<file path="config.mk">
export PLATFORM = sky130hd
export DESIGN_NAME = fpu
export DESIGN_NICKNAME = d
export VERILOG_FILES = /design/src/rtl/fpu.sv
export SDC_FILE = /design/constraint.sdc
export NUM_CORES = 2
export LEC_CHECK = 0
export ABC_AREA = 1
export CAP_MARGIN = 25
export CORE_UTILIZATION = 60
export DETAILED_ROUTE_END_ITERATION = 8
export PLACE_DENSITY_LB_ADDON = 0.15
export SYNTH_ARGS = -nofsm -noshare
export SYNTH_HDL_FRONTEND = slang
export SYNTH_SLANG_ARGS = --single-unit
</file>
<file path="constraint.sdc">
create_clock -name clk -period 12.75 [get_ports clk]
set_clock_uncertainty 0.05 [all_clocks]
set_input_delay 2.55 -clock clk [delete_from_list [all_inputs] [get_ports clk]]
set_output_delay 2.55 -clock clk [all_outputs]
set_load 0.005 [all_outputs]
</file>
<file path="src/rtl/fpu.sv">
// fpu: multi-cycle IEEE-754 single-precision coprocessor (add, sub, mul, div).
// Round-to-nearest-even, full subnormal support, canonical quiet NaN, no exception flags.
// Ports:
//   clk             - system clock, rising edge
//   arst            - synchronous active-high reset
//   start           - level request, sampled only while idle
//   a_operand       - IEEE single operand A
//   b_operand       - IEEE single operand B
//   operation       - 0 add, 1 sub, 2 mul, 3 div
//   ieee_packet_out - result, updated in the completion cycle and held until the next one
//   cmd_end         - one-cycle completion pulse
//   busy            - high while an operation is in progress
module fpu (
    input  logic        clk,
    input  logic        arst,
    input  logic        start,
    input  logic [31:0] a_operand,
    input  logic [31:0] b_operand,
    input  logic [1:0]  operation,
    output logic [31:0] ieee_packet_out,
    output logic        cmd_end,
    output logic        busy
);

    typedef enum logic [1:0] {OpAdd = 2'd0, OpSub = 2'd1, OpMul = 2'd2, OpDiv = 2'd3} e_fpu_op;
    typedef enum logic [2:0] {
        StIdle, StUnpack, StCalc, StNorm, StRound, StDone, StRelease
    } state_e;

    localparam logic [31:0] QNan   = 32'h7FC0_0000;
    localparam logic [30:0] InfMag = 31'h7F80_0000;

    state_e             state_q;
    e_fpu_op            op_q;
    logic [31:0]        a_q, b_q;
    logic               sign_a_q, sign_b_q;   // sign_b_q already inverted for sub
    logic signed [11:0] exp_a_q, exp_b_q;
    logic [23:0]        man_a_q, man_b_q;     // normalised: bit 23 set unless zero
    logic               special_q;
    logic [31:0]        special_res_q;
    logic [24:0]        rem_q;
    logic [26:0]        quo_q;
    logic [4:0]         cnt_q;
    // Pre-normalisation value: m_q / 2^48 * 2^(e_q - 127)
    logic [49:0]        m_q;
    logic signed [11:0] e_q;
    logic               sign_r_q;
    logic [48:0]        nm_q;
    logic signed [11:0] ne_q;
    logic               ns_q;

    // Expand to {signed exponent, 24-bit mantissa} with subnormals shifted up so bit 23 is
    // the leading one. Zero gets a very low exponent so it always aligns as the smaller addend.
    function automatic logic [35:0] unpack_norm(input logic [31:0] x);
        logic [23:0]        m;
        logic signed [11:0] e;
        m = {(x[30:23] != 8'd0), x[22:0]};
        e = (x[30:23] == 8'd0) ? 12'sd1 : $signed({4'd0, x[30:23]});
        if (m == 24'd0) begin
            e = -12'sd100;
        end else begin
            for (int i = 0; i < 23; i++) begin
                if (!m[23]) begin
                    m = m << 1;
                    e = e - 12'sd1;
                end
            end
        end
        return {e, m};
    endfunction

    // ---------------- unpack / special resolution ----------------
    logic               a_nan, a_inf, a_zero, b_nan, b_inf, b_zero, sb_eff, s_xor;
    logic signed [11:0] ea_u, eb_u;
    logic [23:0]        ma_u, mb_u;
    logic               spec_u;
    logic [31:0]        spec_res_u;

    always_comb begin
        a_nan  = (&a_q[30:23]) && (|a_q[22:0]);
        a_inf  = (&a_q[30:23]) && !(|a_q[22:0]);
        a_zero = (a_q[30:0] == 31'd0);
        b_nan  = (&b_q[30:23]) && (|b_q[22:0]);
        b_inf  = (&b_q[30:23]) && !(|b_q[22:0]);
        b_zero = (b_q[30:0] == 31'd0);
        sb_eff = b_q[31] ^ (op_q == OpSub);
        s_xor  = a_q[31] ^ b_q[31];
        {ea_u, ma_u} = unpack_norm(a_q);
        {eb_u, mb_u} = unpack_norm(b_q);
        spec_u     = 1'b1;
        spec_res_u = QNan;
        if (!(a_nan || b_nan)) begin
            case (op_q)
                OpAdd, OpSub: begin
                    if (a_inf && b_inf)  spec_res_u = (a_q[31] == sb_eff) ? {a_q[31], InfMag} : QNan;
                    else if (a_inf)      spec_res_u = {a_q[31], InfMag};
                    else if (b_inf)      spec_res_u = {sb_eff, InfMag};
                    else                 spec_u = 1'b0;
                end
                OpMul: begin
                    if ((a_inf && b_zero) || (a_zero && b_inf)) spec_res_u = QNan;
                    else if (a_inf || b_inf)                    spec_res_u = {s_xor, InfMag};
                    else if (a_zero || b_zero)                  spec_res_u = {s_xor, 31'd0};
                    else                                        spec_u = 1'b0;
                end
                default: begin
                    if ((a_zero && b_zero) || (a_inf && b_inf)) spec_res_u = QNan;
                    else if (a_inf || b_zero)                   spec_res_u = {s_xor, InfMag};
                    else if (b_inf || a_zero)                   spec_res_u = {s_xor, 31'd0};
                    else                                        spec_u = 1'b0;
                end
            endcase
        end
    end

    // ---------------- calc: add/sub alignment, multiply, division step ----------------
    logic               big_is_a, s_big, add_sign, ge;
    logic signed [11:0] e_big, e_sml, diff;
    logic [23:0]        m_big, m_sml;
    logic [5:0]         sh;
    logic [97:0]        ext;
    logic [48:0]        aligned;
    logic [49:0]        sum;
    logic [47:0]        prod;
    logic [24:0]        rem_sub, rem_next;
    logic [26:0]        quo_next;

    always_comb begin
        big_is_a = (exp_a_q > exp_b_q) || ((exp_a_q == exp_b_q) && (man_a_q >= man_b_q));
        e_big    = big_is_a ? exp_a_q : exp_b_q;
        e_sml    = big_is_a ? exp_b_q : exp_a_q;
        m_big    = big_is_a ? man_a_q : man_b_q;
        m_sml    = big_is_a ? man_b_q : man_a_q;
        s_big    = big_is_a ? sign_a_q : sign_b_q;
        diff     = e_big - e_sml;
        // Beyond 49 places the whole addend is below the sticky bit
        sh       = (diff > 12'sd49) ? 6'd49 : diff[5:0];
        ext      = {m_sml, 25'd0, 49'd0} >> sh;
        aligned  = ext[97:49] | {48'd0, |ext[48:0]};
        if (sign_a_q == sign_b_q) sum = {1'b0, m_big, 25'd0} + {1'b0, aligned};
        else                      sum = {1'b0, m_big, 25'd0} - {1'b0, aligned};
        // Exact zero is +0 unless both addends are negative
        add_sign = (sum == 50'd0) ? (sign_a_q & sign_b_q) : s_big;
        prod     = man_a_q * man_b_q;
        ge       = (rem_q >= {1'b0, man_b_q});
        rem_sub  = ge ? (rem_q - {1'b0, man_b_q}) : rem_q;
        rem_next = rem_sub << 1;
        quo_next = (quo_q << 1) | {26'd0, ge};
    end

    // ---------------- normalise ----------------
    logic [5:0]         lead, lshift, ush;
    logic [48:0]        nm;
    logic signed [11:0] ne, un;
    logic [97:0]        uext;

    always_comb begin
        lead = 6'd0;
        for (int i = 0; i < 50; i++) begin
            if (m_q[i]) lead = 6'(i);
        end
        lshift = 6'd48 - lead;
        un     = 12'sd0;
        ush    = 6'd0;
        uext   = 98'd0;
        if (m_q == 50'd0) begin
            nm = 49'd0;
            ne = 12'sd0;
        end else if (lead == 6'd49) begin
            nm = {m_q[49:2], m_q[1] | m_q[0]};
            ne = e_q + 12'sd1;
        end else begin
            nm = m_q[48:0] << lshift;
            ne = e_q - $signed({6'd0, lshift});
        end
        // Below the normal range: denormalise to exponent 1 and encode as subnormal
        if (ne < 12'sd1) begin
            un   = 12'sd1 - ne;
            ush  = (un > 12'sd49) ? 6'd49 : un[5:0];
            uext = {nm, 49'd0} >> ush;
            nm   = uext[97:49] | {48'd0, |uext[48:0]};
            ne   = 12'sd0;
        end
    end

    // ---------------- round and pack ----------------
    logic        inc;
    logic [7:0]  field;
    logic [30:0] pk;
    logic [31:0] round_res;

    always_comb begin
        inc   = nm_q[24] & ((|nm_q[23:0]) | nm_q[25]);
        field = nm_q[48] ? ne_q[7:0] : 8'd0;
        // Mantissa carry-out ripples into the exponent field (and up to infinity)
        pk    = {field, nm_q[47:25]} + {30'd0, inc};
        if (special_q)               round_res = special_res_q;
        else if (ne_q >= 12'sd255)   round_res = {ns_q, InfMag};
        else                         round_res = {ns_q, pk};
    end

    // ---------------- control ----------------
    always_ff @(posedge clk) begin
        if (arst) begin
            state_q         <= StIdle;
            ieee_packet_out <= 32'd0;
            cmd_end         <= 1'b0;
            busy            <= 1'b0;
        end else begin
            cmd_end <= 1'b0;
            case (state_q)
                StIdle: begin
                    if (start) begin
                        a_q     <= a_operand;
                        b_q     <= b_operand;
                        op_q    <= e_fpu_op'(operation);
                        busy    <= 1'b1;
                        state_q <= StUnpack;
                    end
                end
                StUnpack: begin
                    sign_a_q      <= a_q[31];
                    sign_b_q      <= sb_eff;
                    exp_a_q       <= ea_u;
                    exp_b_q       <= eb_u;
                    man_a_q       <= ma_u;
                    man_b_q       <= mb_u;
                    special_q     <= spec_u;
                    special_res_q <= spec_res_u;
                    rem_q         <= {1'b0, ma_u};
                    quo_q         <= 27'd0;
                    cnt_q         <= 5'd0;
                    state_q       <= StCalc;
                end
                StCalc: begin
                    if (op_q == OpDiv) begin
                        quo_q <= quo_next;
                        rem_q <= rem_next;
                        cnt_q <= cnt_q + 5'd1;
                        if (cnt_q == 5'd26) begin
                            // Quotient integer bit lands on bit 48; leftover remainder is sticky
                            m_q      <= {1'b0, quo_next, rem_next != 25'd0, 21'd0};
                            e_q      <= exp_a_q - exp_b_q + 12'sd127;
                            sign_r_q <= sign_a_q ^ sign_b_q;
                            state_q  <= StNorm;
                        end
                    end else if (op_q == OpMul) begin
                        m_q      <= {prod, 2'b00};
                        e_q      <= exp_a_q + exp_b_q - 12'sd127;
                        sign_r_q <= sign_a_q ^ sign_b_q;
                        state_q  <= StNorm;
                    end else begin
                        m_q      <= sum;
                        e_q      <= e_big;
                        sign_r_q <= add_sign;
                        state_q  <= StNorm;
                    end
                end
                StNorm: begin
                    nm_q    <= nm;
                    ne_q    <= ne;
                    ns_q    <= sign_r_q;
                    state_q <= StRound;
                end
                StRound: begin
                    ieee_packet_out <= round_res;
                    cmd_end         <= 1'b1;
                    state_q         <= StDone;
                end
                StDone: begin
                    busy    <= 1'b0;
                    state_q <= StRelease;
                end
                StRelease: begin
                    if (!start) state_q <= StIdle;
                end
                default: state_q <= StIdle;
            endcase
        end
    end

endmodule

</file>
== Word level (Yosys, flattened, before mapping) ==
Index checks and enable logic that the tools add are counted.
Word-level totals
  flip-flop bits (word level): 391
  bits in latches: 0
  RAM bits: 0
  ROM bits: 0
  input bits: 69
  word-level logic and storage cells: 469
  memories kept: 0
Operators by class
  $add $sub $neg: 60
  multipliers: 1
  div/mod/pow operators: 0
  $lt $le $gt $ge: 7
  eq/ne operators: 19
  shifts and indexed selects: 3
  mux-type cells: 295
  bitwise gates (word level): 11
  reduce and logical (&&, ||, !) cells: 49
Operators with widths (count)
  24-bit 2-to-1 mux: 95
  12-bit 2-to-1 mux: 97
  12-bit by 2-bit subtractor with 12-bit output, second input constant: 44
  32-bit 2-to-1 mux: 11
  6-bit 2-to-1 mux: 50
  50-bit 2-to-1 mux: 4
  98-bit by 6-bit right shift with 98-bit output: 2
  49-bit 2-to-1 mux: 3
  50-bit zero test: 2
  49-bit by 1-bit OR with 49-bit output: 2
  49-bit OR reduction: 2
  32-bit case mux with 2 select lines: 1
  31-bit zero test: 2
  26-bit case mux with 2 select lines: 1
  49-bit by 49-bit adder with 50-bit output: 1
  25-bit case mux with 2 select lines: 1
  49-bit by 49-bit subtractor with 50-bit output: 1
  49-bit by 6-bit left shift with 49-bit output: 1
  24-bit zero test: 2
  24-bit by 24-bit multiplier with 48-bit output: 1
  23-bit OR reduction: 2
  31-bit by 1-bit adder with 31-bit output: 1
  31-bit 2-to-1 mux: 1
  27-bit by 1-bit OR with 27-bit output: 1
  other kinds (56): 117

== Longest topological paths before layout ==
  depth after elaboration: 70
  mapped depth: 99

== Least setup slack after synthesis ==
OpenSTA, ideal clock, no wires.
  path kind: reg2reg
  start: reg a_q[24]
  end: reg exp_a_q[6] (data pin)
  library setup time: 0.141 ns
  data arrival time: 11.720 ns
  required time: 12.559 ns
  setup slack: 0.839 ns
  stages on the path, launching flop included: 78
  path through: edfxtp_1 -> nor2_2 -> nand3_2 -> nor2_8 -> inv_6 -> nor3_4 -> inv_2 -> clkbuf_1 -> clkbuf_1 -> o21ai_0 -> ha_1 -> nand2_1 -> o21ai_0 -> ha_1 -> nand2_1 -> nand2_1 -> ha_1 -> nor2_1 -> [... 42 more ...] -> inv_1 -> ha_1 -> or2_2 -> o21ai_0 -> inv_1 -> ha_1 -> o21ai_1 -> inv_1 -> ha_1 -> nand2_1 -> o21ai_0 -> ha_1 -> nand4_1 -> nor2_1 -> nand2_1 -> nor2_1 -> nand3_1 -> a21oi_2
On the way
  longest elaborated chain between the ends: 70
  elaborated cells on any way between the ends: 116
  those cells by class: add/sub (23); mux (90); reduce/logical (3)
RTL lines
  start, declared: line 35  | logic [31:0] a_q, b_q;
  start signal, assigned: line 214  | a_q <= a_operand;
  8-bit zero test: line 58  | e = (x[30:23] == 8'd0) ? 12'sd1 : $signed({4'd0, x[30:23]});
  8-bit 2-to-1 mux: line 58
  8-bit by 1-bit subtractor with 9-bit output: line 65  | e = e - 12'sd1;
  12-bit 2-to-1 mux: line 63  | if (!m[23]) begin
  12-bit 2-to-1 mux: line 59  | if (m == 24'd0) begin
  12-bit by 2-bit subtractor with 12-bit output: line 65
  12-bit 2-to-1 mux: line 63
  12-bit 2-to-1 mux: line 59
  [... 54 more ...]
  12-bit by 2-bit subtractor with 12-bit output: line 65
  12-bit 2-to-1 mux: line 63
  12-bit 2-to-1 mux: line 59
  12-bit by 2-bit subtractor with 12-bit output: line 65
  12-bit 2-to-1 mux: line 63
  12-bit 2-to-1 mux: line 59
  12-bit by 2-bit subtractor with 12-bit output: line 65
  12-bit 2-to-1 mux: line 63
  end signal, assigned: line 224  | exp_a_q <= ea_u;
  end, declared: line 37  | logic signed [11:0] exp_a_q, exp_b_q;
Parallel ways exist; a longest one is shown, timed or not. The select of a mux whose other input is x is not followed.
A chain may end at the register's enable or synchronous reset.

== Worst setup path in the final report ==
  start: reg b_q[25]
  end: reg exp_b_q[6] (data pin)
On the way
  longest elaborated chain between the ends: 70
  elaborated cells on any way between the ends: 116
  those cells by class: add/sub (23); mux (90); reduce/logical (3)
RTL lines
  start, declared: line 35
  start signal, assigned: line 215  | b_q <= b_operand;
  8-bit zero test: line 58
  8-bit 2-to-1 mux: line 58
  8-bit by 1-bit subtractor with 9-bit output: line 65
  12-bit 2-to-1 mux: line 63
  12-bit 2-to-1 mux: line 59
  12-bit by 2-bit subtractor with 12-bit output: line 65
  12-bit 2-to-1 mux: line 63
  12-bit 2-to-1 mux: line 59
  [... 54 more ...]
  12-bit by 2-bit subtractor with 12-bit output: line 65
  12-bit 2-to-1 mux: line 63
  12-bit 2-to-1 mux: line 59
  12-bit by 2-bit subtractor with 12-bit output: line 65
  12-bit 2-to-1 mux: line 63
  12-bit 2-to-1 mux: line 59
  12-bit by 2-bit subtractor with 12-bit output: line 65
  12-bit 2-to-1 mux: line 63
  end signal, assigned: line 225  | exp_b_q <= eb_u;
  end, declared: line 37
Parallel ways exist; a longest one is shown, timed or not. The select of a mux whose other input is x is not followed.

==> results_dict.tcl <==
set metrics [dict create \
    synth_seq_cells 362 \
    hold_path.class "register to register" \
    vias 62359 \
    grt_pass1_wl_mm 326 \
    yosysMostFrequentCell "nand2_1" \
    antenna_found_initial 4 \
    finalMaxSlewViolations 0 \
    whs_path_depth 2 \
    ys_warn_count 0 \
    rr_worst_depth 79 \
    synth_fp_nets 10121 \
    clk_pin_slew_ns 0.07 \
    drtAntennaViolNets 0 \
    cpMaxStageDelayCell "edfxtp_1" \
    path_max_fanout 4 \
    synth_cell_types 85 \
    startpoint_type "register" \
    h-tree-depth 2 \
    reg2reg_to "exp_b_q[6]" \
    synth_common_cells "2682 x nand2_1, 1427 x inv_1, 973 x nand3_1" \
    avgSynthCellArea_um2 6.65 \
    maxCapViolCount 0 \
    endpoint_kind "register" \
    port_buffers 102 \
    critPathLaunch "b_q[25]" \
    wl_per_cell_um 20.1 \
    hold_start "ieee_packet_out[0]" \
    tightest_slew_ns 1.04 \
    drc 0 \
    finalCritPeriodShare_pct 95.6 \
    timing.fmax_ghz 0.0820 \
    clk_latency_ns 0.59 \
    clockBufferDepth 3 \
    grt_max_degree 74 \
    grt_util_all_layers_pct 40.3 \
    die_area_mm2 0.103 \
    r2r-start "b_q[25]" \
    routed_via_density 5.97 \
    r2r_setup_slack_ns 0.56 \
    worstPathRequired_ns 13.01 \
    start_util_pct 60.7 \
    path_buf_inv 15 \
    holdWs_ns 0.414 \
    clockRootBuffer "clkbuf_16" \
    ys_seq_area_share_pct 17.2 \
    crit_path_frequent_cell "ha_1" \
    n_antenna_cell 0 \
    async_flop_share_pct 0 \
    layout-drive-gt1-share_pct 5.22 \
    drt_iter0_drc 7649 \
    critical_path_arrival_ns 12.45 \
    wirelength_mm 210 \
    gp_congestion 1.05 \
    synth_top_area_share_pct 16.5 \
    dpl.hpwl_mm 164 \
    setup_viol 0 \
    clkSinkCount 362 \
    cts_hold_buf 0 \
    fin_nets 10008 \
    synth.area.top_cells "nand2_1 17%, fa_1 16%, edfxtp_1 16%" \
    first_pass_iters 8 \
    row_count 116 \
    finalHoldViolCount 0 \
    cp_slowest_stage_delay_ns 0.43 \
    die_x_um 321 \
    numCtsBuffers 42 \
    crit_type "register to register" \
    synth_largest_area_cell "nand2_1" \
    die_h_um 321 \
    grt-ovfl-total 0 \
    hold_end "ieee_packet_out[0]" \
    area_growth_pct 6.50 \
    postSynthCellCount 9160 \
    fin_crit_ns 12.19 \
    cts_tree "yes" \
    status "complete, no violations" \
    grt_pass1_vias 59422 \
    synthFlopType "edfxtp_1" \
    syn_area_mm2 0.0609 \
    synth_edf_count 325 \
    ios 103 \
    critical_path.top_delay_family "adder cells" \
    max-slew-margin-rel_pct 29.9 \
    design.core.area_mm2 0.100 \
]
how the worst max path moves through the flow:
| stage | to | slack [ns] | depth (start not counted) |
|---|---|---|---|
| after floorplan | exp_a_q[6] | 0.84 | 77 |
| after global placement | exp_b_q[6] | 0.32 | 79 |
| after detailed placement | exp_b_q[6] | 0.13 | 79 |
| after CTS | exp_b_q[6] | 0.009 | 79 |
| after global routing | exp_b_q[6] | -0.19 | 79 |
| final | exp_b_q[6] | 0.56 | 79 |
sequential cells by signal, summed over array words and instances, names as in the netlist, 2 cells and up:
signal / cells
a_q: 32
b_q: 32
cnt_q: 5
e_q: 12
exp_a_q: 12
exp_b_q: 12
ieee_packet_out: 32
m_q: 50
man_a_q: 24
man_b_q: 24
ne_q: 12
nm_q: 49
op_q: 2
quo_q: 26
rem_q: 25
special_res_q: 3
state_q: 3
kinds of logic after synthesis:
group / share of synthesized area (%)
xor+xnor: 2.04
compound gates: 12.4
fa+ha+maj: 24.4
flops: 17.2
mux: 0.197
other cells: 0.00616
buf+inv: 12.1
simple gates: 31.6
per-stage QoR:
stage | setup TNS, ns | setup slack [ns] | utilization, % | cell area, um2 | cells
floorplan | 0 | 0.839 | - | 60900 | 9160
global placement | 0 | 0.322 | 62.9 | 63100 | 10334
detailed placement | 0 | 0.125 | 62.9 | 63100 | 10335
CTS | 0 | 0.00857 | 64.3 | 64500 | 10412
global route | -0.248 | -0.190 | 64.7 | 64800 | 10437
finish | 0 | 0.559 | 64.7 | 64800 | 10437
tightest hold or removal path, stage by stage (launching register included):
cell and delay [ns]:
dfxtp_1 0.31, nand2_1 0.06, a21oi_1 0.05
area by class of cell:
type	instances	area, um2
well taps	1357	1700
inverters	1518	5710
flip-flops and latches	362	10500
repair buffers	262	2230
fillers	9203	35400
clock inverters	28	263
multi-input cells	6861	43300
clock buffers	49	1150
per-layer routing:
metal	track usage [%]	up-vias	part of all wire (%)	routed length, um
met5	0	-	0.013	27
met4	17.9	4	5.0	10500
met3	8.57	576	11	23500
met2	62.8	3416	44	91300
met1	53.8	29097	40	84400
li1	-	29266	-	-
layout by cell type (no fill, tap or decap), drive strengths merged, types with 7 or more instances in the layout:
cell type | netlist | final
a31oi | 44 | 44
o211ai | 78 | 78
ha | 400 | 400
dfxtp | 37 | 37
and2 | 10 | 10
a22o | 11 | 11
xnor2 | 43 | 43
clkdlybuf4s50 | 0 | 101
nand3b | 12 | 12
nor3 | 68 | 68
clkinv | 19 | 28
mux2i | 12 | 12
o21a | 7 | 7
a211oi | 9 | 9
nand3 | 977 | 977
nand4 | 90 | 90
nor4 | 24 | 24
o21bai | 30 | 30
a22oi | 14 | 14
inv | 1499 | 1508
a221oi | 16 | 16
fa | 492 | 492
nand2 | 2700 | 2700
o221ai | 87 | 87
o31ai | 16 | 16
edfxtp | 325 | 325
o22ai | 69 | 69
xor2 | 93 | 93
nor2 | 624 | 624
a21boi | 8 | 8
a21o | 7 | 7
clkinvlp | 0 | 7
a21oi | 309 | 309
clkbuf | 342 | 50
o21ai | 533 | 533
buf | 77 | 160
or2 | 38 | 38
timing repair:
action                     4_1_cts  5_1_grt
pin swaps                        0       35
gates resized for setup          2       54
buffers inserted                 0       24
setup endpoints to repair        1       12
Power is not shown: default switching activity piles up to over one toggle a cycle in this logic, so the estimate is an artifact.
